**src/rtl/mioc_tester_pkg.sv**
```systemverilog
// mioc_tester_pkg: shared state encoding and constants for the MIOC pattern tester
package mioc_tester_pkg;

    localparam int SYNC_STAGES = 2;

    typedef enum logic [2:0] {
        IDLE,
        APPLY,
        SETTLE,
        SYNC,
        SAMPLE,
        DONE
    } state_e;

endpackage

```
**src/rtl/mioc_pattern_mem.sv**
```systemverilog
// mioc_pattern_mem: pattern register file, one write port and one asynchronous read port
module mioc_pattern_mem #(
    parameter int DEPTH = 16,
    parameter int W     = 6,
    parameter int AW    = $clog2(DEPTH)
) (
    input  logic          clk,
    input  logic          we,
    input  logic [AW-1:0] waddr,
    input  logic [W-1:0]  wdata,
    input  logic [AW-1:0] raddr,
    output logic [W-1:0]  rdata
);

    logic [W-1:0] mem_q [DEPTH];

    // contents are deliberately not reset so patterns survive a tester reset
    always_ff @(posedge clk) begin
        if (we) mem_q[waddr] <= wdata;
    end

    assign rdata = mem_q[raddr];

endmodule

```
**src/rtl/mioc_pattern_tester.sv**
```systemverilog
// mioc_pattern_tester: applies stored stimulus to a gate, samples and checks its response
module mioc_pattern_tester
    import mioc_tester_pkg::*;
#(
    parameter int N_IN     = 4,
    parameter int N_OUT    = 1,
    parameter int DEPTH    = 16,
    parameter int SETTLE_W = 8,
    parameter int ERR_W    = 8
) (
    input  logic                     clk,
    input  logic                     rst_n,
    input  logic                     wr_en,
    input  logic [$clog2(DEPTH)-1:0] wr_addr,
    input  logic [N_IN-1:0]          wr_stim,
    input  logic [N_OUT-1:0]         wr_exp,
    input  logic [N_OUT-1:0]         wr_mask,
    input  logic [$clog2(DEPTH)-1:0] last_idx,
    input  logic [SETTLE_W-1:0]      settle_cycles,
    input  logic                     loop_mode,
    input  logic                     start,
    input  logic                     stop,
    output logic [N_IN-1:0]          dut_in,
    input  logic [N_OUT-1:0]         dut_out,
    output logic                     busy,
    output logic                     done,
    output logic                     aborted,
    output logic [ERR_W-1:0]         err_cnt,
    output logic                     first_err_valid,
    output logic [$clog2(DEPTH)-1:0] first_err_idx,
    output logic [7:0]               pass_cnt,
    output logic                     smp_valid,
    output logic [$clog2(DEPTH)-1:0] smp_idx,
    output logic [N_OUT-1:0]         smp_data
);

    localparam int AW = $clog2(DEPTH);
    localparam int W  = N_IN + 2 * N_OUT;

    state_e               state_q, state_d;
    logic [AW-1:0]        idx_q, idx_d;
    logic [AW-1:0]        first_err_idx_q, first_err_idx_d;
    logic [SETTLE_W-1:0]  cnt_q, cnt_d;
    logic [N_IN-1:0]      dut_in_q, dut_in_d;
    logic [N_OUT-1:0]     sync1_q, sync2_q;
    logic [ERR_W-1:0]     err_cnt_q, err_cnt_d;
    logic                 first_err_valid_q, first_err_valid_d;
    logic                 done_q, done_d;
    logic                 aborted_q, aborted_d;
    logic [7:0]           pass_cnt_q, pass_cnt_d;
    logic [W-1:0]         rd_word;
    logic [N_IN-1:0]      rd_stim;
    logic [N_OUT-1:0]     rd_exp, rd_mask;
    logic                 active, mismatch;

    assign active   = state_q inside {APPLY, SETTLE, SYNC, SAMPLE};
    assign {rd_stim, rd_exp, rd_mask} = rd_word;
    assign mismatch = |((sync2_q ^ rd_exp) & rd_mask);

    mioc_pattern_mem #(.DEPTH(DEPTH), .W(W)) u_mem (
        .clk   (clk),
        .we    (wr_en & ~active),
        .waddr (wr_addr),
        .wdata ({wr_stim, wr_exp, wr_mask}),
        .raddr (idx_q),
        .rdata (rd_word)
    );

    // sequencer: stop overrides everything while busy, otherwise step through the per-pattern phases
    always_comb begin
        state_d           = state_q;
        idx_d             = idx_q;
        cnt_d             = cnt_q;
        dut_in_d          = dut_in_q;
        err_cnt_d         = err_cnt_q;
        first_err_valid_d = first_err_valid_q;
        first_err_idx_d   = first_err_idx_q;
        pass_cnt_d        = pass_cnt_q;
        done_d            = done_q;
        aborted_d         = aborted_q;
        if (active && stop) begin
            state_d   = DONE;
            done_d    = 1'b1;
            aborted_d = 1'b1;
        end else begin
            case (state_q)
                IDLE, DONE: begin
                    if (start && !stop) begin
                        state_d           = APPLY;
                        idx_d             = '0;
                        err_cnt_d         = '0;
                        first_err_valid_d = 1'b0;
                        first_err_idx_d   = '0;
                        pass_cnt_d        = '0;
                        done_d            = 1'b0;
                        aborted_d         = 1'b0;
                    end
                end
                APPLY: begin
                    dut_in_d = rd_stim;
                    cnt_d    = settle_cycles;
                    state_d  = SETTLE;
                end
                SETTLE: begin
                    state_d = cnt_q <= SETTLE_W'(1) ? SYNC : SETTLE;
                    cnt_d   = cnt_q <= SETTLE_W'(1) ? SETTLE_W'(SYNC_STAGES - 1) : cnt_q - SETTLE_W'(1);
                end
                SYNC: begin
                    state_d = cnt_q == '0 ? SAMPLE : SYNC;
                    cnt_d   = cnt_q - SETTLE_W'(1);
                end
                SAMPLE: begin
                    if (mismatch) begin
                        err_cnt_d = &err_cnt_q ? err_cnt_q : err_cnt_q + ERR_W'(1);
                        if (!first_err_valid_q) begin
                            first_err_valid_d = 1'b1;
                            first_err_idx_d   = idx_q;
                        end
                    end
                    if (idx_q != last_idx) begin
                        idx_d   = idx_q + AW'(1);
                        state_d = APPLY;
                    end else if (loop_mode) begin
                        pass_cnt_d = pass_cnt_q + 8'd1;
                        idx_d      = '0;
                        state_d    = APPLY;
                    end else begin
                        state_d = DONE;
                        done_d  = 1'b1;
                    end
                end
                default: state_d = IDLE;
            endcase
        end
    end

    // state registers plus the two-stage synchroniser on the gate outputs
    always_ff @(posedge clk) begin
        if (!rst_n) begin
            state_q           <= IDLE;
            idx_q             <= '0;
            cnt_q             <= '0;
            dut_in_q          <= '0;
            sync1_q           <= '0;
            sync2_q           <= '0;
            err_cnt_q         <= '0;
            first_err_valid_q <= 1'b0;
            first_err_idx_q   <= '0;
            pass_cnt_q        <= '0;
            done_q            <= 1'b0;
            aborted_q         <= 1'b0;
        end else begin
            state_q           <= state_d;
            idx_q             <= idx_d;
            cnt_q             <= cnt_d;
            dut_in_q          <= dut_in_d;
            sync1_q           <= dut_out;
            sync2_q           <= sync1_q;
            err_cnt_q         <= err_cnt_d;
            first_err_valid_q <= first_err_valid_d;
            first_err_idx_q   <= first_err_idx_d;
            pass_cnt_q        <= pass_cnt_d;
            done_q            <= done_d;
            aborted_q         <= aborted_d;
        end
    end

    assign dut_in          = dut_in_q;
    assign busy            = active;
    assign done            = done_q;
    assign aborted         = aborted_q;
    assign err_cnt         = err_cnt_q;
    assign first_err_valid = first_err_valid_q;
    assign first_err_idx   = first_err_idx_q;
    assign pass_cnt        = pass_cnt_q;
    assign smp_valid       = (state_q == SAMPLE) & ~stop;
    assign smp_idx         = idx_q;
    assign smp_data        = sync2_q;

endmodule

```
**config.mk**
```make
export PLATFORM = sky130hd
export DESIGN_NAME = mioc_pattern_tester
export DESIGN_NICKNAME = d
export VERILOG_FILES = /design/src/rtl/mioc_tester_pkg.sv /design/src/rtl/mioc_pattern_mem.sv /design/src/rtl/mioc_pattern_tester.sv
export SDC_FILE = /design/constraint.sdc
export NUM_CORES = 1
export LEC_CHECK = 0
export CAP_MARGIN = 20
export CELL_PAD_IN_SITES_DETAIL_PLACEMENT = 0
export CELL_PAD_IN_SITES_GLOBAL_PLACEMENT = 1
export CORE_ASPECT_RATIO = 0.7
export CORE_MARGIN = 1
export CORE_UTILIZATION = 50
export DETAILED_ROUTE_END_ITERATION = 16
export PLACE_DENSITY_LB_ADDON = 0.1
export SETUP_SLACK_MARGIN = 0.3
export SLEW_MARGIN = 15
export SYNTH_ARGS = -nofsm -noshare
export SYNTH_HDL_FRONTEND = slang
export SYNTH_SLANG_ARGS = --single-unit
```
**constraint.sdc**
```tcl
create_clock -name clk -period 4.1 [get_ports clk]
set_input_delay 0.615 -clock clk [delete_from_list [all_inputs] [get_ports clk]]
set_output_delay 0.615 -clock clk [all_outputs]
set_load 0.01 [all_outputs]
```
[After elaboration in Yosys (flattened, before gate mapping)]
Memory sizes are Yosys's and may differ from the RTL's. A register that Yosys moved wholly into a read port is not among the register bits.
Cells that the tools add are included.
Operators by class
  div/mod/pow operators: 0
  reductions and logical operators: 23
  $mul: 0
  multiplexer cells: 36
  bitwise logic cells: 8
  add/subtract/negate cells: 4
  $lt $le $gt $ge: 1
  shift operators: 0
  equal/unequal tests: 16
Operators with widths (number)
  two-way mux 8 bit: 6
  one-hot mux 8 bit (2 select lines): 2
  two-way mux 4 bit: 7
  one-hot mux 8 bit (3 select lines): 1
  adder 8 x 1 -> 8 bit, second input constant: 2
  one-hot mux 4 bit (2 select lines): 2
  two-way mux 3 bit: 5
  one-hot mux 3 bit (5 select lines): 1
  AND reduction 5 bit: 3
  inequality test 2 bit, second input constant: 6
  AND reduction 4 bit: 3
  two-way mux 1 bit: 10
  less-or-equal comparator 8 x 1 -> 1 bit, second input constant: 1
  zero test 8 bit: 1
  AND reduction 8 bit: 1
  subtractor 8 x 1 -> 8 bit, second input constant: 1
  equality test 3 x 2 -> 1 bit, second input constant: 2
  equality test 3 bit, second input constant: 2
  inequality test 3 x 2 -> 1 bit, second input constant: 2
  inequality test 3 bit, second input constant: 2
  AND reduction 2 bit: 3
  nonzero test 2 bit: 3
  nonzero test 3 bit: 2
  adder 4 x 1 -> 4 bit, second input constant: 1
  other kinds (11): 19
Word-level totals
  bits in read-only memories: 0
  latch bits: 0
  register bits after elaboration: 44
  memories: 1
  input port bits: 29
  memory bits (writable): 96
  word-level logic and storage cells: 102
  output and inout port bits: 34
Memory list
  u_mem.mem_q: words 16, width 6, rd ports 1, clocked after Yosys merged registers in 1, wr ports 1, line mioc_pattern_mem.sv:15  | logic [W-1:0] mem_q [DEPTH];

[Logic depth before layout (Yosys ltp)]
Gate-level depths: netlist of run 1.
  word-level depth: 7
  depth in mapped cells: 8
  mapped depth without buffers: 7

[Modules after synthesis]
A second synthesis of run 1 with hierarchy kept.
Second synthesis, totals
  cell total of the unflattened synthesis: 460
  area, all modules: 6125.9 sq um
Modules (own cells, without submodules)
  mioc_pattern_mem: seq. area each 2882.8 sq um, cells an instance 172, area an instance 3774.9 sq um, times used 1
  mioc_pattern_tester: seq. area each 880.8 sq um, cells an instance 288, area an instance 2351.0 sq um, times used 1

[Worst setup path before layout of run 1]
OpenSTA, ideal clock, no wires.
  kind: register to register
  start point: reg state_q[1]
  end point: mem u_mem.mem_q[0][0], enable pin
  cell stages (with the launch flop): 7
  path buffers: 1
  arrival time: 1970 ps
  library setup time: 377 ps
  setup slack: 1753 ps
  clock period less this slack: 2347 ps
  data required time: 3723 ps
  path through: dfxtp_1 > clkbuf_1 > nor2_1 > xnor2_1 > nand2b_1 > or3_1 > nor3_1
Between the ends
  cells in the longest elaborated chain, start to end: 6
  elaborated cells on any way between the ends: 9
  those cells by class: eq/ne: 4; mux: 2; bitwise: 2; reduce/logical: 1
Ends and longest elaborated chain
  from (decl): line mioc_pattern_tester.sv:40  | state_e state_q, state_d;
  from (signal assigned): line mioc_pattern_tester.sv:153  | state_q <= state_d;
  equality test 3 x 1 -> 1 bit (tied with other cells): line mioc_pattern_tester.sv:56  | assign active = state_q inside {APPLY, SETTLE, SYNC, SAMPLE};
  nonzero test 4 bit *: line mioc_pattern_tester.sv:56
  named net busy: line mioc_pattern_tester.sv:25  | output logic busy,
  inverter 1 bit *: line mioc_pattern_tester.sv:62  | .we (wr_en & ~active),
  bitwise AND 1 bit *: line mioc_pattern_tester.sv:62
  two-way mux 1 bit *: line mioc_pattern_mem.sv:19  | if (we) mem_q[waddr] <= wdata;
  two-way mux 1 bit (implied by the code) *: line mioc_pattern_mem.sv:19
  to (decl): line mioc_pattern_mem.sv:15
The timed path passes the listed nets; every way through them passes the cells marked *.

[Final worst setup path of run 1]
  start point: reg state_q[1]
  end point: out smp_valid
Between the ends
  cells in the longest elaborated chain, start to end: 2
Ends and longest elaborated chain
  equality test 3 bit: line mioc_pattern_tester.sv:176  | assign smp_valid = (state_q == SAMPLE) & ~stop;
  bitwise AND 1 bit: line mioc_pattern_tester.sv:176
  to (decl): line mioc_pattern_tester.sv:32  | output logic smp_valid,
No other way between the ends.

==> summary.txt, run 1 <==
ys async rst share: 0
number of global-route vias before repair: 3778
GP Congestion: 0.764
Worst VDD drop: 0.000413 V
M1 GR Usage: 0.339
fin. max-slew vios: 0
Routed WL: 13.3 mm
core area: 0.0118 mm2
PwrDens: 483 mW/mm2
worst setup path end: smp_valid
worst-skew pair later-pin latency: 0.41 ns
Seq/Total Area, Yosys: 0.632
Worst Reg2Reg Path Length in Cells: 6
DRT Pass-1 Iters: 5
Hold Startpoint: sync1_q
Via density: 5.80
Fmax: 342 MHz
max-cap violation count: 0
Worst Setup SP: state_q[1]
Non-Filler Instances: 686
TritonCTS Buffers: 17
site row count: 33
Yosys reg bits: 144
FF-to-FF setup slack: 1.26 ns
GRT overflow: 0
synth warn: 0
Area Growth Syn to Fin: 23.4%
layout cells sized above 1: 0.144
Net count, final: 550
busiest grt layer: met1
Ant. Diodes: 0
final hold violation count: 0
dpl cells: 654
hold_ws: 0.460 ns
Worst Setup Path Type: register to primary output
Root Buffer: clkbuf_16
slew of the pin with the lowest slew margin: 1.13 ns
Post-DP Area: 0.00688 mm2
clk_skew: 0.00586 ns
Sink Count: 144
Mapped Avg Cell Area: 13.7 um2
Max FO, Critical Path: 12
min-delay worst type: register to register
Pleak: 2.44 nW
post-synth net total: 478
Die Ht: 94.3 um
largest net degree at the start of global routing: 22
period utilisation layout: 0.713
outcome: complete, no violations
H-tree depth: 4
CTS tree: done
critical path arrival: 2.31 ns
setup_tns: 0 ns
clk slew on worst S/H paths: 0.06 ns
max_slew headroom: 0.238
met2 Resource Use GR: 0.320
vias: 3981
Post-Syn Instances: 444
Seq. cell area: 0.00384 mm2
post-DP HPWL: 9.15 mm
first-pass GRT wire length: 20.7 mm
port bufs: 62
Starting DRT DRC Count: 252
post-synth design cell area: 0.00609 mm2
layout filler cell count: 891
final total power: 3.62 mW
# IOs: 63
kind of end point of the critical path: primary output
Main synth FF type: edfxtp_1
Unique masters post-synth: 56
Die X: 134 um
Design Area, Final: 0.00751 mm2
CP startpoint kind: register
CTS resizes: 0
fin crit period: 2.92 ns
EDFF count, synth: 96
DR WL/cell: 19.5 um
unrepaired setup endpoints after global routing: no
Total GRT Usage: 0.224
met3 usage: 0.0615
hold_buf cts: 0
antenna violations before repair: 0
multi-input logic area: 0.00211 mm2
initial core utilization: 0.517
post-route DRC violation count: 0
CP Data Required Time: 3.48 ns
reg2reg end: first_err_idx[2]
Die Area: 0.0126 mm2
Final setup viols: 0
setup bufs post-CTS: 0
clk buf depth: 2
ANT nets after route: 0
[sequential cells by signal, indices dropped and copies added (netlist names), named ones only]
| register | cells |
|---|---|
| sync1_q | 1 |
| first_err_valid | 1 |
| pass_cnt | 8 |
| cnt_q | 8 |
| aborted | 1 |
| smp_idx | 4 |
| state_q | 3 |
| dut_in | 4 |
| done | 1 |
| err_cnt | 8 |
| smp_data | 1 |
| first_err_idx | 4 |
| u_mem.mem_q | 96 |
[cell usage in the layout, fill, tap and decap left out, types with 6 or more instances in the layout]
master | netlist | routed
inv_6 | 0 | 6
o21ai_0 | 18 | 18
clkdlybuf4s50_1 | 0 | 62
nand2b_1 | 6 | 6
clkbuf_16 | 0 | 17
o31ai_1 | 6 | 6
nand2_1 | 30 | 30
inv_1 | 10 | 10
nand3_1 | 7 | 7
edfxtp_1 | 96 | 96
nor2_1 | 45 | 45
mux2i_1 | 12 | 12
mux4_2 | 27 | 27
a21oi_1 | 15 | 15
nor3_1 | 17 | 17
xnor2_1 | 13 | 13
and3_1 | 6 | 6
dfxtp_1 | 48 | 48
buf_4 | 0 | 9
[per-layer routing]
metal,up-vias,routed length (um),part of all wire
li1,1863,-,-
met1,1968,6600,0.49
met2,144,5670,0.42
met3,6,1020,0.077
met4,0,56,0.0042
met5,-,0,0
[power by group]
group | internal [mW] | leakage, nW | switching [mW]
combinational | 0.165 | 0.882 | 0.197
sequential | 1.58 | 1.25 | 0.0374
clock | 1.03 | 0.305 | 0.611
total | 2.78 | 2.44 | 0.845
[layout make-up]
type,count,area share
Clock buffer,17,0.0567
Clock inverter,15,0.0273
Timing Repair Buffer,71,0.0917
Sequential cell,144,0.512
Inverter,10,0.00500
Tap cell,157,0.0262
Multi-Input combinational cell,272,0.281
[metrics by stage]
stage	utilization	setup slack [ns]
3_3_place_gp	0.584	1.28
2_1_floorplan	-	1.75
3_5_place_dp	0.584	1.20
4_1_cts	0.638	1.20
6_report	0.638	1.18
5_1_grt	0.638	1.00
[cells in the mapped netlist, types with 7 or more instances]
cell type / instances / area [um2]
a21oi_1: 15 / 75.1
clkbuf_1: 11 / 41.3
dfxtp_1: 48 / 961
edfxtp_1: 96 / 2880
inv_1: 10 / 37.5
mux2i_1: 12 / 120
mux4_2: 27 / 608
nand2_1: 30 / 113
nand3_1: 7 / 35.0
nor2_1: 45 / 169
nor3_1: 17 / 85.1
o21ai_0: 18 / 90.1
xnor2_1: 13 / 114
[worst max-delay path, cell delays in order, from the launching register on]
cell	delay (ns)
dfxtp_1	0.43
nor2_1	0.38
nand2_1	0.29
nor2_1	0.23
clkdlybuf4s50_1	0.57
[how the worst min path moves through the flow]
stage                    end  slack [ns]  cells after the start
floorplan           smp_data        0.41                      1
global placement    smp_data        0.42                      1
detailed placement  smp_data        0.44                      1
CTS                 smp_data        0.46                      1
global route        smp_data        0.47                      1
finish              smp_data        0.46                      1
[logic make-up after synthesis]
group	Yosys count	synth area share
adder cells (fa/ha/maj)	6	0.0119
multiplexers	41	0.124
AO/OA/AOI/OAI	82	0.0931
XOR/XNOR	13	0.0187
flip-flops	144	0.632
AND/OR/NAND/NOR	130	0.0995
buffers and inverters	28	0.0214
Note: power is estimated with default switching activity, not from simulation.
==> inputs of run 2 (changes only) <==
- CORE_UTILIZATION: 50 -> 47
- clock period: 4.1 -> 2.8 ns (I/O delays scaled with it)
==> summary.txt, run 2 (synthesis results as in run 1) <==
outcome: complete, no violations
Routed WL: 14.1 mm
Comb power frac: 0.108
Via density: 5.73
worst-skew pair later-pin latency: 0.43 ns
Int Pwr: 3.92 mW
PwrDens: 682 mW/mm2
CTS tree: done
Ant. Diodes: 0
period utilisation layout: 0.858
Die Ht: 97.2 um
largest net degree at the start of global routing: 29
Die Area: 0.0134 mm2
TritonCTS Buffers: 17
DRT Pass-1 Iters: 5
Pleak: 2.53 nW
initial core utilization: 0.487
H-tree depth: 4
ANT nets after route: 0
# IOs: 63
clk slew on worst S/H paths: 0.06 ns
Max FO, Critical Path: 28
Sink Count: 144
max-cap violation count: 0
Final setup viols: 0
Area Growth Syn to Fin: 26.0%
clk buf depth: 2
fin. max-slew vios: 0
layout cells sized above 1: 0.188
dpl ws: 0.275 ns
first-pass GRT wire length: 22.4 mm
slew of the pin with the lowest slew margin: 0.619 ns
setup bufs post-CTS: 0
fin crit period: 2.40 ns
final worst slack: 0.397 ns
Clk network pwr share: 0.438
unrepaired setup endpoints after global routing: no
clk_skew: 0.0148 ns
post-DP HPWL: 9.49 mm
GP Congestion: 0.778
CP startpoint kind: register
number of flip-flops in the largest register: 96
Worst VDD drop: 0.000510 V
CP Data Required Time: 3.15 ns
Fmax: 416 MHz
Switching Fraction: 0.250
vias: 4077
setup_tns: 0 ns
Largest Register: u_mem.mem_q
core area: 0.0125 mm2
most frequent cells in the layout: edfxtp_1 (96), clkdlybuf4s50_1 (62), dfxtp_1 (45)
number of global-route vias before repair: 4010
Die X: 138 um
max_slew headroom: 0.586
hold_buf cts: 0
commonest non-fill, non-tap cell in the layout: edfxtp_1
Worst Setup Path Type: register to register
kind of end point of the critical path: register
Starting DRT DRC Count: 279
min-delay worst type: register to register
critical path arrival: 2.76 ns
power share of the sequential group: 0.454
post-route DRC violation count: 0
Total GRT Usage: 0.225
final hold violation count: 0
antenna violations before repair: 0
port bufs: 62
Net count, final: 570
site row count: 34
DR WL/cell: 19.9 um
Root Buffer: clkbuf_16
Sw Pwr: 1.31 mW
GRT overflow: 0
run 2: final cells by class:
cell class | instances | area, um2
sequential | 144 | 3850
timing repair buffer | 91 | 851
fill | 1005 | 4840
clock buffer | 17 | 425
clock inverter | 15 | 174
inverter | 10 | 37.5
multi-input combinational | 272 | 2130
tap | 162 | 203
run 2: power by group through the flow:
stage          sequential, mW  clock, mW  combinational, mW
2_1_floorplan            2.40          0              0.345
3_3_place_gp             2.41          0              0.547
3_5_place_dp             2.42          0              0.557
4_1_cts                  2.37       2.32              0.565
5_1_grt                  2.38       2.42              0.627
6_report                 2.37       2.29              0.568
run 2: worst paths after layout:
check / start / end / slack, ns / cells past startpoint
worst min-delay path: sync1_q / smp_data / 0.43 / 1
worst max-delay path: register / err_cnt[0] / 0.40 / 7
worst max register to register: register / err_cnt[0] / 0.40 / 7
worst min register to register: sync1_q / smp_data / 0.43 / 1
run 2: routing by layer:
layer | vias up | part of all wire | global-route usage
met5 | - | 0 | 0
met4 | 0 | 0.012 | 0.0651
met3 | 19 | 0.058 | 0.0493
met2 | 131 | 0.44 | 0.325
met1 | 2023 | 0.49 | 0.340
li1 | 1904 | - | -
run 2: per-stage QoR:
| stage | area (um2) | std cells | hold slack (ns) | power (mW) | util |
|---|---|---|---|---|---|
| after floorplan | 6090 | 444 | 0.412 | 2.74 | - |
| after global placement | 7050 | 679 | 0.417 | 2.96 | 0.563 |
| after detailed placement | 7050 | 679 | 0.423 | 2.97 | 0.563 |
| after CTS | 7650 | 711 | 0.437 | 5.25 | 0.612 |
| after global routing | 7670 | 711 | 0.456 | 5.43 | 0.613 |
| final | 7670 | 711 | 0.433 | 5.23 | 0.613 |
run 2: what timing repair did:
action / 4_1_cts / 5_1_grt
gates resized for setup: 2 / 6
setup endpoints to repair: 6 / 8
pin swaps: 0 / 0
run 2: worst max-delay path: stages, from the launching register on:
cell	delay (ns)
dfxtp_1	0.36
buf_12	0.22
mux2i_1	0.12
mux4_2	0.48
mux2i_2	0.30
o21ai_4	0.16
or4_1	0.50
a31oi_1	0.18
==> inputs of run 3 (changes only) <==
- SKIP_LAST_GASP: default -> 1
==> results of run 3 <==
The final DEF is identical to that of run 2; final timing and power are the same.
